[config.mk]
export PLATFORM = sky130hd
export DESIGN_NAME = alu_16b
export DESIGN_NICKNAME = d
export VERILOG_FILES = /design/src/rtl/alu_pkg.sv /design/src/rtl/alu_1b.sv /design/src/rtl/alu_16b.sv
export SDC_FILE = /design/constraint.sdc
export NUM_CORES = 1
export LEC_CHECK = 0
export BUFFER_PORTS_ARGS = -buffer_cell sky130_fd_sc_hd__buf_2
export CORE_MARGIN = 1.5
export CORE_UTILIZATION = 46
export CTS_BUF_LIST = sky130_fd_sc_hd__clkbuf_4 sky130_fd_sc_hd__clkbuf_8 sky130_fd_sc_hd__clkbuf_16
export CTS_CLUSTER_DIAMETER = 80
export DETAILED_ROUTE_END_ITERATION = 8
export GPL_ROUTABILITY_DRIVEN = 0
export MAX_ROUTING_LAYER = met4
export PLACE_DENSITY = 0.77
export SLEW_MARGIN = 20
export SYNTH_ARGS = -nofsm -noshare
export SYNTH_HDL_FRONTEND = slang
export SYNTH_HIERARCHICAL = 1
export SYNTH_SLANG_ARGS = --single-unit
[constraint.sdc]
create_clock -name clk -period 15.4 [get_ports clk]
set_input_delay 4.62 -clock clk [delete_from_list [all_inputs] [get_ports clk]]
set_output_delay 4.62 -clock clk [all_outputs]
set_load 0.05 [all_outputs]
[src/rtl/alu_pkg.sv]
// Shared ALU definitions: datapath width and
// the operation-select encodings.
package alu_pkg;

  localparam int WIDTH = 16;

  localparam logic [2:0] ALU_AND  = 3'b000;
  localparam logic [2:0] ALU_NOR  = 3'b001;
  localparam logic [2:0] ALU_OR   = 3'b010;
  localparam logic [2:0] ALU_XOR  = 3'b011;
  localparam logic [2:0] ALU_ADD  = 3'b100;
  localparam logic [2:0] ALU_SLT  = 3'b101;
  localparam logic [2:0] ALU_PASS = 3'b110;
  localparam logic [2:0] ALU_ZERO = 3'b111;

endpackage

[src/rtl/alu_1b.sv]
// One bit slice of the ripple ALU. set/ovf only
// carry meaning on the most significant slice.
module alu_1b
  import alu_pkg::*;
(
  input  logic       a,
  input  logic       b_in,
  input  logic       bnegate,
  input  logic       cin,
  input  logic       less,
  input  logic [2:0] op,
  output logic       result,
  output logic       cout,
  output logic       set,
  output logic       ovf
);

  logic bb;
  logic sum;

  assign bb   = bnegate ? ~b_in : b_in;
  assign sum  = a ^ bb ^ cin;
  assign cout = (a & bb) | (a & cin) | (bb & cin);
  assign ovf  = (a == bb) && (sum != a);
  // sign of the true difference, corrected for overflow
  assign set  = sum ^ ovf;

  always_comb begin
    result = 1'b0;
    unique case (1'b1)
      (op == ALU_AND):  result = a & bb;
      (op == ALU_NOR):  result = ~(a | bb);
      (op == ALU_OR):   result = a | bb;
      (op == ALU_XOR):  result = a ^ bb;
      (op == ALU_ADD):  result = sum;
      (op == ALU_SLT):  result = less;
      (op == ALU_PASS): result = a;
      (op == ALU_ZERO): result = 1'b0;
      default:          result = 1'b0;
    endcase
  end

endmodule

[src/rtl/alu_16b.sv]
// Registered 16-bit ALU: ripple slice chain,
// zero detect and a one-cycle output register.
module alu_16b
  import alu_pkg::*;
(
  input  logic             clk,
  input  logic             reset,
  input  logic [WIDTH-1:0] A,
  input  logic [WIDTH-1:0] B,
  input  logic             BNegate,
  input  logic [2:0]       ALUCtrl,
  output logic             Zero,
  output logic             Overflow,
  output logic [WIDTH-1:0] REZ,
  output logic             CarryOut
);

  logic             is_slt;
  logic             is_add;
  logic             binv;
  logic [WIDTH-1:0] rez_c;
  logic [WIDTH-1:0] set_v;
  logic [WIDTH-1:0] ovf_v;
  logic             cout_msb;
  logic             ovf_n;
  logic             co_n;
  logic             zero_n;
  logic             unused_lsb;

  assign is_slt = (ALUCtrl == ALU_SLT);
  assign is_add = (ALUCtrl == ALU_ADD);
  // SLT always subtracts, whatever BNegate says
  assign binv   = BNegate | is_slt;

  for (genvar i = 0; i < WIDTH; i++) begin : g_bit
    logic ci;
    logic co;
    logic lt;
    if (i == 0) begin : g_lsb
      assign ci = binv;
      assign lt = set_v[WIDTH-1];
    end else begin : g_up
      assign ci = g_bit[i-1].co;
      assign lt = 1'b0;
    end
    alu_1b u_bit (
      .a       (A[i]),
      .b_in    (B[i]),
      .bnegate (binv),
      .cin     (ci),
      .less    (lt),
      .op      (ALUCtrl),
      .result  (rez_c[i]),
      .cout    (co),
      .set     (set_v[i]),
      .ovf     (ovf_v[i])
    );
  end

  assign cout_msb = g_bit[WIDTH-1].co;
  assign ovf_n    = is_add & ovf_v[WIDTH-1];
  assign co_n     = is_add & cout_msb;
  assign zero_n   = (rez_c == '0);

  assign unused_lsb = ^{set_v[WIDTH-2:0], ovf_v[WIDTH-2:0]};

  always_ff @(posedge clk) begin
    if (reset) begin
      REZ      <= '0;
      Zero     <= 1'b1;
      Overflow <= 1'b0;
      CarryOut <= 1'b0;
    end else begin
      REZ      <= rez_c;
      Zero     <= zero_n;
      Overflow <= ovf_n;
      CarryOut <= co_n;
    end
  end

endmodule

Yosys cells after proc, flatten, opt, wreduce, memory -nomap -nowiden

Cells that the tools add are included.

Logic and storage cells: 211
Output and inout bits: 19
Flip-flop bits (word level): 19

Multiplexer cells: 32
Reduce and logical (&&, ||, !) cells: 3
Bitwise logic cells: 164
Equal/unequal tests: 8

Operators with widths:

| cell                                           | count |
|---|---|
| one-hot mux 1 bit (6 select lines)             | 15 |
| bitwise AND 1 bit                              | 50 |
| bitwise OR 1 bit                               | 49 |
| bitwise XOR 1 bit                              | 33 |
| inverter 1 bit                                 | 32 |
| zero test 16 bit                               | 1 |
| two-way mux 1 bit                              | 16 |
| == test 3 bit (second input constant)          | 3 |
| one-hot mux 1 bit (7 select lines)             | 1 |
| == test 3 x 2 -> 1 bit (second input constant) | 2 |
| == test 3 x 1 -> 1 bit (second input constant) | 1 |
| zero test 3 bit                                | 1 |
| == test 1 bit                                  | 1 |
| logical AND 1 bit                              | 1 |
| inequality test 1 bit                          | 1 |

Depth between registers and ports, before layout

Gate-level depths: netlist (run 1).

Word-level depth: 54
Mapped depth: 25

Hierarchy

Netlist (run 1), hierarchy kept.

Modules (own cells, without submodules):

| module                        | seq. area each (um2) | times used | cells an instance | area each (um2) |
|---|---|---|---|---|
| alu_1b at g_bit[14].u_bit ... | 0.0                  | 11         | 20                | 172.7 |
| alu_1b at g_bit[0].u_bit ...  | 0.0                  | 5          | 20                | 177.7 |
| alu_16b                       | 380.4                | 1          | 47                | 588.1 |

Least setup slack after synthesis (run 1)

No wires, ideal clock.

Kind: input to register
Start: in ALUCtrl[1]
End: reg Zero
Data required time: 15.284 ns
Library setup time: 0.116 ns
Arrival: 13.314 ns
Cell stages on the path: 25
Slack: 1.970 ns
Cell sequence: inv_1 > a31o_2 > xor2_1 > fa_1 > fa_1 > fa_1 > fa_1 > fa_1 > fa_1 > fa_1 > fa_1 > fa_1 > fa_1 > fa_1 > fa_1 > fa_1 > fa_1 > fa_1 > inv_1 > fa_1 > nor2b_1 > o311a_1 > a211oi_1 > nor4_1 > a41o_1

Elaborated cells between the ends (all ways): 185
Those cells by class: 8 x eq/ne; 32 x mux; 142 x bitwise; 3 x reduce/logical

RTL lines:

| element                                | RTL line      | RTL |
|---|---|---|
| start: declaration                     | alu_16b.sv:11 | `input logic [2:0] ALUCtrl,` |
| == test 3 bit (*)                      | -             |  |
| bitwise OR 1 bit (*)                   | alu_16b.sv:33 | `assign binv = BNegate \| is_slt;` |
| via binv                               | alu_16b.sv:20 | `logic binv;` |
| two-way mux 1 bit                      | alu_1b.sv:21  | `assign bb = bnegate ? ~b_in : b_in;` |
| bitwise AND 1 bit                      | alu_1b.sv:23  | `assign cout = (a & bb) \| (a & cin) \| (bb & cin);` |
| bitwise OR 1 bit                       | alu_1b.sv:23  |  |
| bitwise OR 1 bit (*)                   | alu_1b.sv:23  |  |
| via g_bit[0].co                        | alu_16b.sv:37 | `logic co;` |
| [... 3 more ...]                       | -             |  |
| via g_bit[1].co                        | alu_16b.sv:37 |  |
| [... 3 more ...]                       | -             |  |
| via g_bit[2].co                        | alu_16b.sv:37 |  |
| [... 3 more ...]                       | -             |  |
| via g_bit[3].co                        | alu_16b.sv:37 |  |
| [... 3 more ...]                       | -             |  |
| via g_bit[4].co                        | alu_16b.sv:37 |  |
| [... 3 more ...]                       | -             |  |
| via g_bit[5].co                        | alu_16b.sv:37 |  |
| [... 3 more ...]                       | -             |  |
| via g_bit[6].co                        | alu_16b.sv:37 |  |
| [... 3 more ...]                       | -             |  |
| via g_bit[7].co                        | alu_16b.sv:37 |  |
| [... 3 more ...]                       | -             |  |
| via g_bit[8].co                        | alu_16b.sv:37 |  |
| [... 3 more ...]                       | -             |  |
| via g_bit[10].ci                       | alu_16b.sv:36 | `logic ci;` |
| [... 3 more ...]                       | -             |  |
| via g_bit[10].co                       | alu_16b.sv:37 |  |
| [... 3 more ...]                       | -             |  |
| via g_bit[11].co                       | alu_16b.sv:37 |  |
| [... 3 more ...]                       | -             |  |
| via g_bit[12].co                       | alu_16b.sv:37 |  |
| [... 3 more ...]                       | -             |  |
| via g_bit[13].co                       | alu_16b.sv:37 |  |
| bitwise AND 1 bit                      | alu_1b.sv:23  |  |
| bitwise OR 1 bit                       | alu_1b.sv:23  |  |
| bitwise OR 1 bit (*)                   | alu_1b.sv:23  |  |
| via g_bit[14].co                       | alu_16b.sv:37 |  |
| bitwise XOR 1 bit (*)                  | alu_1b.sv:22  | `assign sum = a ^ bb ^ cin;` |
| one-hot mux 1 bit (6 select lines) (*) | alu_1b.sv:30  | `unique case (1'b1)` |
| via rez_c[15]                          | alu_16b.sv:21 | `logic [WIDTH-1:0] rez_c;` |
| zero test 16 bit (*)                   | alu_16b.sv:63 | `assign zero_n = (rez_c == '0);` |
| end signal: assignment                 | alu_16b.sv:75 | `Zero <= zero_n;` |
| end: declaration                       | alu_16b.sv:12 | `output logic Zero,` |

Mark *: on every way through the listed nets, which the timed path passes. The rest lies on a longest branch.
A chain may end at the register's enable or synchronous reset.

Final worst setup path (run 1)

Start: in ALUCtrl[2]
End: reg Zero

Same word-level chain as after synthesis.

==> results of run 1 <==
worst max-delay path, cell delays in order:
cell and delay [ns]:
buf_2 0.65, a31o_2 0.28, xor2_1 0.14, fa_1 0.44, fa_1 0.46, fa_1 0.46, fa_1 0.46, fa_1 0.45
fa_1 0.45, fa_1 0.45, fa_1 0.45, fa_1 0.46, fa_1 0.46, fa_1 0.45, fa_1 0.45, fa_1 0.45
fa_1 0.46, fa_1 0.45, inv_1 0.09, fa_1 0.44, nor2b_1 0.15, o311a_1 0.32, a211oi_1 0.24, nor4_1 0.09
a41o_1 0.22
report_power, final:
group	switching (mW)	internal, mW	leakage, nW
sequential	0.00131	0.0535	0.158
combinational	0.0747	0.0477	1.63
clock	0.0177	0.0183	0.0217
total	0.0937	0.119	1.81
registers in the layout, indices dropped and copies added, names as in the netlist:
register / count
REZ: 16
Zero: 1
Overflow: 1
CarryOut: 1
area by class of cell:
type	instances	area share, %
Clock inverter	1	0.2039
Clock buffer	3	1.122
Sequential cell	19	10.33
Tap cell	80	2.719
Inverter	54	5.506
Multi-Input combinational cell	277	71.89
Timing Repair Buffer	59	8.226
how the worst max path moves through the flow:
stage	startpoint	to	slack, ns	cells past startpoint
after CTS	ALUCtrl[2]	Zero	1.45	25
after global routing	ALUCtrl[2]	Zero	1.04	25
after detailed placement	ALUCtrl[2]	Zero	1.18	25
after global placement	ALUCtrl[2]	Zero	1.34	25
after floorplan	ALUCtrl[1]	Zero	1.97	25
final	ALUCtrl[2]	Zero	1.48	25
metal layers:
metal	track usage, %	share of wire [%]
met5	-	0
met4	1.613	0.25
met1	24.76	47
met3	2.476	3.8
met2	32.00	49
==> results.cfg, run 1 <==
[power]
vdd_ir_drop_max_mv = 0.05303
powerDensity_mw_per_mm2 = 57.92
p_leak_nw = 1.808
power_mw = 0.2132

[synth]
synthCells = 337
synth_area_per_cell_sq_um = 9.460
synth_warnings = 6
netlist_area_sq_mm = 0.003188

[clocking]
cts_htree_levels = 1
cts_tree = built
postCtsSetupRepairBufs = 0
numCtsBuffers = 3
clk_pin_slew_worst_paths_ns = 0.08
clkSinkCount = 19
ctsHoldBuffers = 0
cts_resized = 0
cts_root_buffer = clkbuf_8
clockBufferDepth = 2

[cells_and_area]
final_area_sq_mm = 0.003681
final_cells = 493
final_cell_mix = 57 x nor2b_1, 56 x buf_2, 54 x inv_1
finalCoreUtilization_pct = 54.48
ff_latch_area_sq_um = 380.4
multi_input_area_sq_mm = 0.002646
drive_gt1_share_pct = 21.31
flow.area_growth_from_synthesis_pct = 15.46
final_common_cell = nor2b_1
n_antenna_cell = 0
layout.nets = 516
fillers = 619

[global_route]
grt_pass1_vias = 2390
grt_pass1_wl_microns = 11010
overflow = 0
antenna_found_initial = 0
grt_max_degree = 109
grt.total_usage_pct = 18.70

[timing]
worst_pin_slew_ns = 0.9714
fin_crit_sh_pct = 90.42
timing.fmax_ghz = 0.07182
slew_headroom_pct = 35.24
tns_ns = 0
hold_slack_ns = 4.734
finalHoldViolations = 0
slew_violations = 0
min_period_ns = 13.92
grt_setup_unrepaired = false
setup_ws_ns = 1.476
finalSetupViolations = 0

[die]
core_sq_mm = 0.006756
rows = 30
pin_count = 57
die_w_microns = 86.25
initial_core_util_pct = 47.19
die_area_sq_mm = 0.007439
die_h_microns = 86.25

[route]
num_vias = 2486
drc_errors = 0
ant_nets = 0
routed_wl_microns = 6475
avgRoutedWirePerCell_microns = 13.13
vias_per_cell = 5.043
drt_pre_antenna_iters = 4
first_iter_violations = 85

[flow_run]
drv_cap = 0

[hold_path]
hp-class = primary input to flop
hold_path_startpoint = reset
holdPathStages = 2
holdPathEnd = REZ[0]

[critical_path]
cp-end-kind = flop
critPathKind = primary input to flop
required_ns = 15.56
worstSetupStartpointType = primary input
path_max_fanout = 50
arrival_ns = 14.09

[place]
dpl.hpwl_microns = 4786
place_area_sq_mm = 0.003632
place_inst = 489
pre_cts_ws_ns = 1.181
portBuffers = 56

[status]
status = finished, final reports clean
Power figures use the tool's default switching activity.
==> inputs of run 2 (changes only) <==
- CTS_CLUSTER_DIAMETER: 80 -> not set
- MAX_ROUTING_LAYER: met4 -> not set
==> run 2 against run 1 <==
Core utilization stayed put; largest power group unchanged; critical path depth unchanged; worst setup slack improved by 0.0024 ns.
==> results.cfg, run 2 (synthesized netlist as in run 1, its figures left out) <==
[timing]
slew_violations = 0
min_period_ns = 13.92
finalHoldViolations = 0
timing.fmax_ghz = 0.07183
fin_crit_sh_pct = 90.40
tns_ns = 0
finalSetupViolations = 0
grt_setup_unrepaired = false
worst_pin_slew_ns = 0.9696
slew_headroom_pct = 35.36

[clocking]
cts_tree = built
clkSinkCount = 19
clockBufferDepth = 2
clk_pin_slew_worst_paths_ns = 0.08
postCtsSetupRepairBufs = 0
cts_htree_levels = 1
cts_resized = 0
numCtsBuffers = 3
ctsHoldBuffers = 0
cts_root_buffer = clkbuf_8

[cells_and_area]
layout.nets = 516
flow.area_growth_from_synthesis_pct = 15.46
largest-register = REZ
largest_reg_flops = 16
final_common_cell = nor2b_1
n_antenna_cell = 0
final_cells = 493
final_cell_mix = 57 x nor2b_1, 56 x buf_2, 54 x inv_1
drive_gt1_share_pct = 21.31

[critical_path]
critPathKind = primary input to flop
crit_top_cell = fa_1
arrival_ns = 14.08
worstSetupStartpointType = primary input
crit_path_max_incr_delay_ns = 0.65
cp-end-kind = flop
required_ns = 15.56
crit_buf_inv = 2
path_max_fanout = 50
cp_top_family = adder cells
crit_slowest_cell = buf_2

[die]
core_sq_mm = 0.006756
rows = 30
initial_core_util_pct = 47.19
die_w_microns = 86.25
die_h_microns = 86.25
pin_count = 57
die_area_sq_mm = 0.007439

[power]
p_int_mw = 0.1195
clockPowerShare_pct = 16.8
combPwrFrac_pct = 57.5
swShare_pct = 43.91
p_leak_nw = 1.808
p_seq_share_pct = 25.7
p_switching_mw = 0.09356
vdd_ir_drop_max_mv = 0.05302
powerDensity_mw_per_mm2 = 57.88

[status]
status = finished, final reports clean

[route]
avgRoutedWirePerCell_microns = 13.22
drt_pre_antenna_iters = 4
vias_per_cell = 5.063
ant_nets = 0
routed_wl_microns = 6515
first_iter_violations = 69
drc_errors = 0
num_vias = 2496

[global_route]
grt.total_usage_pct = 18.24
grt_pass1_wl_microns = 11040
overflow = 0
antenna_found_initial = 0
grt_max_degree = 109
grt_pass1_vias = 2381

[place]
portBuffers = 56
place_inst = 489
dpl.hpwl_microns = 4786

[hold_path]
hp-class = primary input to flop

[flow_run]
drv_cap = 0
==> run 2: cell counts in the layout (fill, tap and decap cells not counted) <==
No cell type changed its count.
==> run 2: metal layers <==
metal	GRT usage (%)	wire length (microns)	vias to the layer above
met4	1.613	21	0
met1	24.88	3052	1177
met3	2.952	302	4
li1	-	-	1259
met5	0	0	-
met2	31.78	3139	56
==> run 2: area by class of cell <==
type | count | area [sq um]
sequential | 19 | 380.4
multi-input combinational | 277 | 2646
clock inverter | 1 | 7.507
timing repair buffer | 59 | 302.8
tap | 80 | 100.1
inverter | 54 | 202.7
clock buffer | 3 | 41.29
fill | 619 | 3075
==> run 2: final timing paths <==
check	start	endpoint	depth (start not counted)
min	reset	REZ[0]	2
max	ALUCtrl[2]	Zero	25
==> run 2: stage by stage <==
step                      total power [mW]  instance area, sq um  setup WS [ns]  util (%)  hold slack (ns)
final                               0.2130                  3681          1.478     54.48            4.734
after global routing                0.2314                  3681          1.040     54.48            4.762
after CTS                           0.2150                  3681          1.447     54.48            4.736
after detailed placement            0.1784                  3632          1.181     53.76            5.012
after global placement              0.1747                  3632          1.343     53.76            5.005
after floorplan                     0.1421                  3241          1.970         -            4.812
==> run 2: power groups by stage <==
| stage | clock, mW | combinational, mW | sequential, mW |
|---|---|---|---|
| 2_1_floorplan | 0 | 0.0706 | 0.0715 |
| 3_3_place_gp | 0 | 0.119 | 0.0559 |
| 3_5_place_dp | 0 | 0.123 | 0.0559 |
| 4_1_cts | 0.0367 | 0.123 | 0.0549 |
| 5_1_grt | 0.0382 | 0.138 | 0.0551 |
| 6_report | 0.0358 | 0.122 | 0.0548 |
